### src/rtl/seg7_pkg.sv
// seg7_pkg -- shared types, defaults and helpers for the 7-segment scan generator.
//   onehot_n(idx)                 : active-low one-hot anode vector (16 bits wide; callers slice)
//   next_enabled(idx, mask, n)    : next set mask bit strictly after idx, circular over n digits
package seg7_pkg;

    localparam int SEG7_MAX_DIGITS   = 16;
    localparam int SEG7_MAX_IDX_W    = 4;
    localparam int SEG7_DEF_DIGITS   = 8;
    localparam int SEG7_DEF_DIV_W    = 20;
    localparam int SEG7_DEF_BLANK    = 4;

    function automatic logic [SEG7_MAX_DIGITS-1:0] onehot_n(input logic [SEG7_MAX_IDX_W-1:0] idx);
        logic [SEG7_MAX_DIGITS-1:0] v;
        v = 16'd1 << idx;
        return ~v;
    endfunction

    // Returns idx itself when no other bit is set, so a lone enabled digit re-selects itself.
    function automatic logic [SEG7_MAX_IDX_W-1:0] next_enabled(
        input logic [SEG7_MAX_IDX_W-1:0]  idx,
        input logic [SEG7_MAX_DIGITS-1:0] mask,
        input int unsigned                n
    );
        logic [SEG7_MAX_IDX_W-1:0] res;
        logic                      found;
        int unsigned               j;
        res   = idx;
        found = 1'b0;
        for (int unsigned k = 1; k <= SEG7_MAX_DIGITS; k++) begin
            if (!found && (k <= n)) begin
                // idx < n and k <= n, so a single subtraction wraps the sum into range.
                j = int'(idx) + k;
                if (j >= n) begin
                    j = j - n;
                end else begin
                    j = j;
                end
                if (mask[j[SEG7_MAX_IDX_W-1:0]]) begin
                    res   = j[SEG7_MAX_IDX_W-1:0];
                    found = 1'b1;
                end else begin
                    found = found;
                end
            end else begin
                found = found;
            end
        end
        return res;
    endfunction

endpackage

### src/rtl/seg7_prescaler.sv
// seg7_prescaler -- programmable step prescaler.
//   clk, rst : clock, asynchronous active-high reset
//   en_i     : count enable; cnt holds while low
//   div_i    : terminal value; one step every div_i+1 enabled clocks
//   step_o   : high in the cycle whose closing edge performs a step
module seg7_prescaler #(
    parameter int DIV_W = 20
) (
    input  logic             clk,
    input  logic             rst,
    input  logic             en_i,
    input  logic [DIV_W-1:0] div_i,
    output logic             step_o
);

    logic [DIV_W-1:0] cnt_q;
    logic [DIV_W-1:0] cnt_d;
    logic             step_s;

    // Next count; >= lets a lowered div_i take effect immediately instead of wrapping.
    always_comb begin
        step_s = 1'b0;
        cnt_d  = cnt_q;
        if (en_i) begin
            if (cnt_q >= div_i) begin
                step_s = 1'b1;
                cnt_d  = '0;
            end else begin
                cnt_d  = cnt_q + {{(DIV_W-1){1'b0}}, 1'b1};
            end
        end else begin
            cnt_d = cnt_q;
        end
    end

    // Count register.
    always_ff @(posedge clk or posedge rst) begin
        if (rst) begin
            cnt_q <= '0;
        end else begin
            cnt_q <= cnt_d;
        end
    end

    assign step_o = step_s;

endmodule

### src/rtl/seg7_scan_gen.sv
// seg7_scan_gen -- multiplexed scan generator for multi-digit 7-segment displays.
//   clk, rst      : clock, asynchronous active-high reset
//   en            : scan enable (low: hold state, anodes off, no strobes)
//   div_i         : prescaler terminal value (step every div_i+1 clocks)
//   digit_mask_i  : per-digit scan enable
//   idx_o         : current digit index for the segment-data mux
//   an_o          : active-low one-hot anodes
//   tick_o        : pulse on each index step; frame_o : pulse when the index wraps
// Optional feature: define SEG7_SCAN_BLANK_EN to blank anodes for BLANK_CYC clocks after each step.
module seg7_scan_gen
    import seg7_pkg::*;
#(
    parameter int  NUM_DIGITS = SEG7_DEF_DIGITS,
    parameter int  DIV_W      = SEG7_DEF_DIV_W,
    parameter int  BLANK_CYC  = SEG7_DEF_BLANK,
    localparam int IDX_W      = $clog2(NUM_DIGITS)
) (
    input  logic                  clk,
    input  logic                  rst,
    input  logic                  en,
    input  logic [DIV_W-1:0]      div_i,
    input  logic [NUM_DIGITS-1:0] digit_mask_i,
    output logic [IDX_W-1:0]      idx_o,
    output logic [NUM_DIGITS-1:0] an_o,
    output logic                  tick_o,
    output logic                  frame_o
);

    logic                        step_s;
    logic                        blank_active_s;
    logic [SEG7_MAX_IDX_W-1:0]   nxt_s;
    logic [IDX_W-1:0]            idx_q, idx_d;
    logic [NUM_DIGITS-1:0]       an_q, an_d;
    logic                        tick_q, tick_d;
    logic                        frame_q, frame_d;
    logic [SEG7_MAX_DIGITS-1:0]  mask_ext_s;
    logic [SEG7_MAX_DIGITS-1:0]  an_full_s;

    seg7_prescaler #(.DIV_W(DIV_W)) u_prescaler (
        .clk    (clk),
        .rst    (rst),
        .en_i   (en),
        .div_i  (div_i),
        .step_o (step_s)
    );

    assign mask_ext_s = SEG7_MAX_DIGITS'(digit_mask_i);
    assign nxt_s      = next_enabled(SEG7_MAX_IDX_W'(idx_q), mask_ext_s, NUM_DIGITS);

    // Index step and strobes; an all-zero mask suppresses the step entirely.
    always_comb begin
        idx_d   = idx_q;
        tick_d  = 1'b0;
        frame_d = 1'b0;
        if (step_s && (|digit_mask_i)) begin
            idx_d   = IDX_W'(nxt_s);
            tick_d  = 1'b1;
            frame_d = (IDX_W'(nxt_s) <= idx_q);
        end else begin
            idx_d   = idx_q;
        end
    end

`ifdef SEG7_SCAN_BLANK_EN
    logic [DIV_W-1:0] blank_q, blank_d;

    // Blank counter: reload on each step, count down otherwise, hold while disabled.
    always_comb begin
        blank_d = blank_q;
        if (!en) begin
            blank_d = blank_q;
        end else if (tick_d) begin
            blank_d = DIV_W'(BLANK_CYC);
        end else if (blank_q != '0) begin
            blank_d = blank_q - {{(DIV_W-1){1'b0}}, 1'b1};
        end else begin
            blank_d = blank_q;
        end
    end

    // Blank counter register.
    always_ff @(posedge clk or posedge rst) begin
        if (rst) begin
            blank_q <= '0;
        end else begin
            blank_q <= blank_d;
        end
    end

    assign blank_active_s = (blank_d != '0);
`else
    logic unused_blank_s;
    assign unused_blank_s = (BLANK_CYC != 0);
    assign blank_active_s = 1'b0;
`endif

    assign an_full_s = onehot_n(SEG7_MAX_IDX_W'(idx_d));

    // Anodes follow the new index so they change on the same edge as the step.
    always_comb begin
        an_d = '1;
        if (en && digit_mask_i[idx_d] && !blank_active_s) begin
            an_d = an_full_s[NUM_DIGITS-1:0];
        end else begin
            an_d = '1;
        end
    end

    // Output and index registers.
    always_ff @(posedge clk or posedge rst) begin
        if (rst) begin
            idx_q   <= '0;
            an_q    <= '1;
            tick_q  <= 1'b0;
            frame_q <= 1'b0;
        end else begin
            idx_q   <= idx_d;
            an_q    <= an_d;
            tick_q  <= tick_d;
            frame_q <= frame_d;
        end
    end

    assign idx_o   = idx_q;
    assign an_o    = an_q;
    assign tick_o  = tick_q;
    assign frame_o = frame_q;

endmodule

### config.mk
export PLATFORM = sky130hd
export DESIGN_NAME = seg7_scan_gen
export DESIGN_NICKNAME = d
export VERILOG_FILES = /design/src/rtl/seg7_pkg.sv /design/src/rtl/seg7_prescaler.sv /design/src/rtl/seg7_scan_gen.sv
export SDC_FILE = /design/constraint.sdc
export NUM_CORES = 1
export LEC_CHECK = 0
export ABC_AREA = 1
export CORE_ASPECT_RATIO = 1.5
export CORE_MARGIN = 1
export CORE_UTILIZATION = 42
export DETAILED_ROUTE_END_ITERATION = 8
export HOLD_SLACK_MARGIN = 0.06
export PLACE_DENSITY = 0.68
export SETUP_SLACK_MARGIN = 0.4
export SLEW_MARGIN = 40
export SYNTH_ARGS = -nofsm -noshare
export SYNTH_HDL_FRONTEND = slang
export SYNTH_HIERARCHICAL = 1
export SYNTH_SLANG_ARGS = --single-unit
### constraint.sdc
create_clock -name clk -period 3.1 [get_ports clk]
set_input_delay 0.62 -clock clk [delete_from_list [all_inputs] [get_ports clk]]
set_output_delay 0.62 -clock clk [all_outputs]
set_load 0.05 [all_outputs]
---- Word-level counts from Yosys, hierarchy flattened ----
Index checks and enable logic that the tools add are counted.
word-level totals
  register bits ........................... 33
  input port bits ......................... 31
  output and inout port bits .............. 13
  word-level logic and storage cells ...... 114
cells by class
  $add $sub $neg .......................... 17
  order comparisons ....................... 19
  shifts and indexed selects .............. 1
  mux-type cells .......................... 68
  bitwise gates (word level) .............. 1
  reduce and logical (&&, ||, !) cells .... 3
operators with widths
  cell                   count
  $mux 4                 15
  $mux 3                 16
  $lt 4x5->1 const B     8
  $bmux 1 s4             8
  $sub 4x4->4 const B    8
  $ge 4x4->1 const B     7
  $mux 1                 26
  $add 20x1->20 const B  1
  $ge 20x20->1           1
  $mux 20                1
  $add 3x3->4 const B    4
  $add 3x2->4 const B    2
  $mux 8                 1
  $not 8->8              1
  $reduce_or 8->1        1
  $shl 1x3->8 const A    1
  $add 3x4->5 const B    1
  $ge 5x4->1 const B     1
  $add 3x1->4 const B    1
  $lt 3x4->1 const B     1
  $bmux 1 s3             1
  $le 3x3->1             1
  $logic_and 1x1->1      2

---- Longest topological paths before layout ----
  depth after elaboration ................. 46
  gate-level depth with buffers ........... 25

---- By module ----
Netlist, hierarchy kept.
by module, submodules not included
  module          instances  cells each  area each (µm²)  seq. area each (µm²)
  seg7_prescaler  1          245         1742.9           500.5
  seg7_scan_gen   1          227         1590.3           335.3

---- Worst setup path before layout ----
Ideal clock, no wire load.
  path type ............................... reg2reg
  start point ............................. register idx_q[0], in the netlist idx_o[0]
  end point ............................... register frame_q, in the netlist frame_o
  arrival time ............................ 3.117 ns
  required time ........................... 2.954 ns
  path slack .............................. -0.163 ns
  stages on the path, launching flop included .. 20
  period minus slack after synthesis ...... 3.263 ns
  cell sequence ........................... dfrtp_1 > buf_6 > inv_4 > buf_8 > ha_1 > inv_2 > nand3_2 > nand3_2 > nand2_4 > nor2_8 > nand4_4 > nor2_4 > nand3b_1 > or2_1 > nand2_1 > inv_1 > ha_1 > nand2_1 > o21ai_0 > a21oi_1
on the way
  cells in the longest elaborated chain, start to end .. 22
  elaborated cells between the ends (all ways) .. 85
  classes of those cells .................. add/sub: 16; order compare: 9; mux: 60
ends and longest elaborated chain
  item                                                        line                            text
  start, declared                                             seg7_scan_gen.sv:32             logic [IDX_W-1:0] idx_q, idx_d;
  start signal, assigned                                      seg7_scan_gen.sv:117            idx_q <= idx_d;
  $add 3x1->4 or $add 3x2->4 (tied branches)                  seg7_pkg.sv:32                  j = int'(idx) + k;
  $sub 4x4->4 or $ge 4x4->1 (tied branches)                   seg7_pkg.sv:34, seg7_pkg.sv:33
  $mux 4                                                      seg7_pkg.sv:33                  if (j >= n) begin
  $bmux 1 s4 or $mux 4 (tied branches)                        seg7_pkg.sv:38, seg7_pkg.sv:30
  $mux 1 (not written as such) or $bmux 1 s4 (tied branches)  seg7_pkg.sv:38                  if (mask[j[SEG7_MAX_IDX_W-1:0]]) begin
  $mux 3 or $mux 1 (tied branches)                            seg7_pkg.sv:38
  $mux 3                                                      seg7_pkg.sv:38
  $mux 3                                                      seg7_pkg.sv:30                  if (!found && (k <= n)) begin
  [... 7 more ...]                                            -
  $mux 3                                                      seg7_pkg.sv:30
  $mux 3                                                      seg7_pkg.sv:38
  $mux 3                                                      seg7_pkg.sv:30
  $mux 3                                                      seg7_pkg.sv:38
  $mux 3                                                      seg7_pkg.sv:30
  $le 3x3->1 (*)                                              seg7_scan_gen.sv:58             frame_d = (IDX_W'(nxt_s) <= idx_q);
  $mux 1 (*)                                                  seg7_scan_gen.sv:55             if (step_s && (|digit_mask_i)) begin
  named net frame_d                                           seg7_scan_gen.sv:35             logic frame_q, frame_d;
  end signal, assigned                                        seg7_scan_gen.sv:120            frame_q <= frame_d;
  end, declared                                               seg7_scan_gen.sv:35
Mark *: on every way through the listed nets, which the timed path passes. The rest lies on a longest branch. The select of a mux whose other input is x is not followed.
A chain may end at the register's enable or synchronous reset.

---- Worst setup path in the final report ----
  start point ............................. register idx_q[0], in the netlist idx_o[0]
  end point ............................... register an_q[0], in the netlist an_o[0]
on the way
  cells in the longest elaborated chain, start to end .. 25
  elaborated cells between the ends (all ways) .. 90
  classes of those cells .................. add/sub: 16; order compare: 8; shift: 1; mux: 63; bitwise: 1; reduce/logical: 1
ends and longest elaborated chain
  item                                                        line                            text
  $add 3x1->4 or $add 3x2->4 (tied branches)                  seg7_pkg.sv:32
  $sub 4x4->4 or $ge 4x4->1 (tied branches)                   seg7_pkg.sv:34, seg7_pkg.sv:33
  $mux 4                                                      seg7_pkg.sv:33
  $bmux 1 s4 or $mux 4 (tied branches)                        seg7_pkg.sv:38, seg7_pkg.sv:30
  $mux 1 (not written as such) or $bmux 1 s4 (tied branches)  seg7_pkg.sv:38
  $mux 3 or $mux 1 (tied branches)                            seg7_pkg.sv:38
  $mux 3                                                      seg7_pkg.sv:38
  $mux 3                                                      seg7_pkg.sv:30
  [... 11 more ...]                                           -
  $mux 3 (*)                                                  seg7_pkg.sv:30
  $mux 3 (*)                                                  seg7_scan_gen.sv:55
  named net idx_d[1]                                          seg7_scan_gen.sv:32
  $bmux 1 s3                                                  seg7_scan_gen.sv:102            if (en && digit_mask_i[idx_d] && !blank_active_s) begin
  $mux 1 (not written as such)                                seg7_scan_gen.sv:102
  $logic_and 1x1->1                                           seg7_scan_gen.sv:102
  $mux 8 (*)                                                  seg7_scan_gen.sv:102
  named net an_d[0]                                           seg7_scan_gen.sv:33             logic [NUM_DIGITS-1:0] an_q, an_d;
  end signal, assigned                                        seg7_scan_gen.sv:118            an_q <= an_d;
  end, declared                                               seg7_scan_gen.sv:33
Marked as above.

==> run metrics <==
Top FF cell, synth dfrtp_1; Buf/Inv on CP 4; WP data arrival 2.95 ns; leak pwr 2.37 nW; H-tree Lvls 2; Synth Area per Inst 7.06 um^2; Die Span Y 111 um; drt wl/cell 14.5 um; placed cell areas 4050 um^2; Syn-to-layout area delta 46.1%; Clk pwr share 9.5%; Post-Synthesis Net Count 531; Synth top area share 18.8%; GRT overflow 0; final instance area 4870 um^2; die width 74.7 um; async set or reset register ratio after synthesis 100%; CTS tree done; clock sink count 33; Met2 Wirelength 5630 um; Port-buffer cells 43; fin. max-slew vios 0; Top delay family on crit path simple AND/OR/NAND/NOR gates; switching share of power 51.0%; post-synthesis compound-gate area fraction 7.32%; period utilization 88.7%; CTS Buf Count 5; core area 7660 um^2; simple-gate share of the synthesized area 42.5%; main combinational cell family by area after synthesis simple AND/OR/NAND/NOR gates; Clock Tree Buf Depth 2; largest cells by area after synthesis dfrtp_1 (19%), nand2_1 (14%), ha_1 (11%), inv_1 (7.1%), dfstp_2 (6.3%); area taken by multi-input logic gates 2650 um^2; final setup skew 0.00456 ns; Power Density 1060 nW/um^2; worst setup margin 0.350 ns; share of cells above drive strength 1 37.9%; first-pass GRT wire length 15500 um; CP Class reg -> reg; drt via density 5.16; n_diodes 0; post-layout min period 2.75 ns; Seq cells post-synth 33; Final nets 622; Syn. warnings 6; crit end category flip-flop; register area 840 um^2; number of max-cap violations 0; fill cell count 697; final hold vios 0; critical-path cell list inv_8, buf_4, buf_4, nand2_2, nand3_4, nand3_4, nand2_4, nor2_8, nand4_4, nor2_4, nand3b_1, or2_1, buf_6, nand3_4, nand2_4, nand2_4, nand2_4, a21boi_4, nand2_1; Max Clk Rate 364 MHz; adder-cell share of the synthesized area 10.5%; 1st-iter DRT viols 134; CTS root buf clkbuf_16; post-placement cell count 636; Max IR drop VDD 0.00136 V; internal power 0.00254 W; Skew-Pair Late Insertion Delay 0.27 ns; worst slack, placed -0.189 ns; xor and xnor area share after synthesis 4.20%; run status finished, final reports clean; vias in the first global route 3539; antenna violations before repair 0; Total GRT Usage 24.1%; Post-synth EDFFs 0; # rows 39; final core occ 63.5%; CP max stage cell dfrtp_2; largest net degree at the start of global routing 22; # setup viols final 0; antenna viol nets, final 0; Required @ worst endpoint 3.30 ns; # IOs 44; GP Congestion 0.954; routed wl met3 251 um; M1 wire length 3250 um; Seq/Total Area, Yosys 25.1%; Least-Margin Pin Slew 0.512 ns; max_slew headroom 65.8%; DRT Wirelength 9630 um; Residual DRC 0; Worst Path Max Fanout 5; commonest cells after routing, fill and taps aside nand2_1 (104), inv_1 (50), buf_4 (44); peak per-stage delay on the critical path 0.44 ns; vias post-DR 3438; most common cell after layout, fill and taps aside nand2_1; Highest Signal Layer met4; Die ar. 8300 um^2; Comb pwr share 78.0%; Clk pin slew, worst setup/hold paths 0.05 ns; RSZ-0062 raised after global routing true; Post-Layout Cell Count 666; # hold bufs at CTS 0; post-synthesis mux area share 0%; most used cell, CP nand2_4; synth unique cells 42; detailed placement HPWL 6910 um; startpoint types flip-flop; Initial Utilization 43.5%; net switching power figure 0.00264 W; sequential share of power 12.5%; First-pass DRT Iterations 4; mapped cell area 3330 um^2; Min-Delay Path Class reg -> reg; Mapped Cells 472; Synth area leader dfrtp_1
==> synthesized netlist by cell type (2+ instances only) <==
cell,instances
dfstp_2,8
nand3_1,41
nor2_2,4
xnor2_1,6
nor2_1,35
dfrtp_1,25
inv_1,63
a21oi_2,6
o21ai_0,4
o21ai_1,2
inv_4,2
a21oi_1,21
nand2_2,20
nand3b_1,2
nand4_1,12
buf_2,2
ha_1,28
inv_2,7
xor2_1,10
nand4_2,2
nand2_1,127
nand3_2,15
buf_4,3
nor2_4,4
nand2_4,6
==> cell type report <==
type / instances / area share, %
inverters: 73 / 6.04
repair buffers: 93 / 16.6
multi-input cells: 357 / 54.5
well taps: 102 / 2.62
flip-flops and latches: 33 / 17.2
clock buffers: 8 / 3.01
==> path summary, 6_finish.rpt <==
kind                                      start                     to  depth (start not counted)  slack [ns]
max                                    idx_o[0]                an_o[0]                         19        0.35
min                        u_prescaler/cnt_q[0]   u_prescaler/cnt_q[0]                          2        0.55
max reg2reg                            idx_o[0]                an_o[0]                         19        0.35
min reg2reg                u_prescaler/cnt_q[0]   u_prescaler/cnt_q[0]                          2        0.55
max in group asynchronous                   rst               idx_o[0]                          2        1.97
min in group asynchronous                   rst  u_prescaler/cnt_q[10]                          2        0.75
==> timing repair <==
item,in CTS,in global routing
setup buffers,11,11
pin swaps,68,44
gates cloned,0,0
resized for setup,91,45
setup endpoints to repair,10,10
==> through the flow <==
stage	power (W)	hold WS, ns	setup TNS [ns]
after global placement	0.00372	0.533	-1.12
after CTS	0.00464	0.557	0
after global routing	0.00562	0.583	0
after floorplan	0.00287	0.491	0
final	0.00518	0.554	0
after detailed placement	0.00378	0.545	-1.23
==> power by group through the flow <==
stage | sequential [W] | clock [W] | combinational [W]
6_report | 0.000648 | 0.000491 | 0.00404
5_1_grt | 0.000661 | 0.000519 | 0.00444
4_1_cts | 0.000661 | 0.000503 | 0.00347
3_5_place_dp | 0.000646 | 0 | 0.00313
3_3_place_gp | 0.000646 | 0 | 0.00307
2_1_floorplan | 0.000784 | 0 | 0.00209
==> tightest hold or removal path, delay by kind of cell, from the launching register on <==
kind,cells,cell delay (ns)
AOI/OAI and AO/OA,1,0.07
DFF,1,0.38
and+or+nand+nor,1,0.07
==> sequential cells by signal, summed over array words and instances (netlist names) <==
signal and cells:
an_o 8, frame_o 1, idx_o 3, tick_o 1, u_prescaler/cnt_q 20
==> cell families (layout without fill, tap and decap cells) <==
logic type                 Yosys count  after routing
and+or+nand+nor                    274            274
xor gates and xnor gates            16             16
AOI/OAI and AO/OA                   39             39
buffers and inverters               82            174
adders and majority gates           28             28
DFF                                 33             33
==> routing by layer <==
metal  vias up  global-route usage (%)
li1       1692                       -
met1      1610                    23.5
met2        96                    45.9
met3        40                    2.18
met4         0                    14.2
met5         -                       0
No activity file was read; power rests on OpenSTA's default activity.
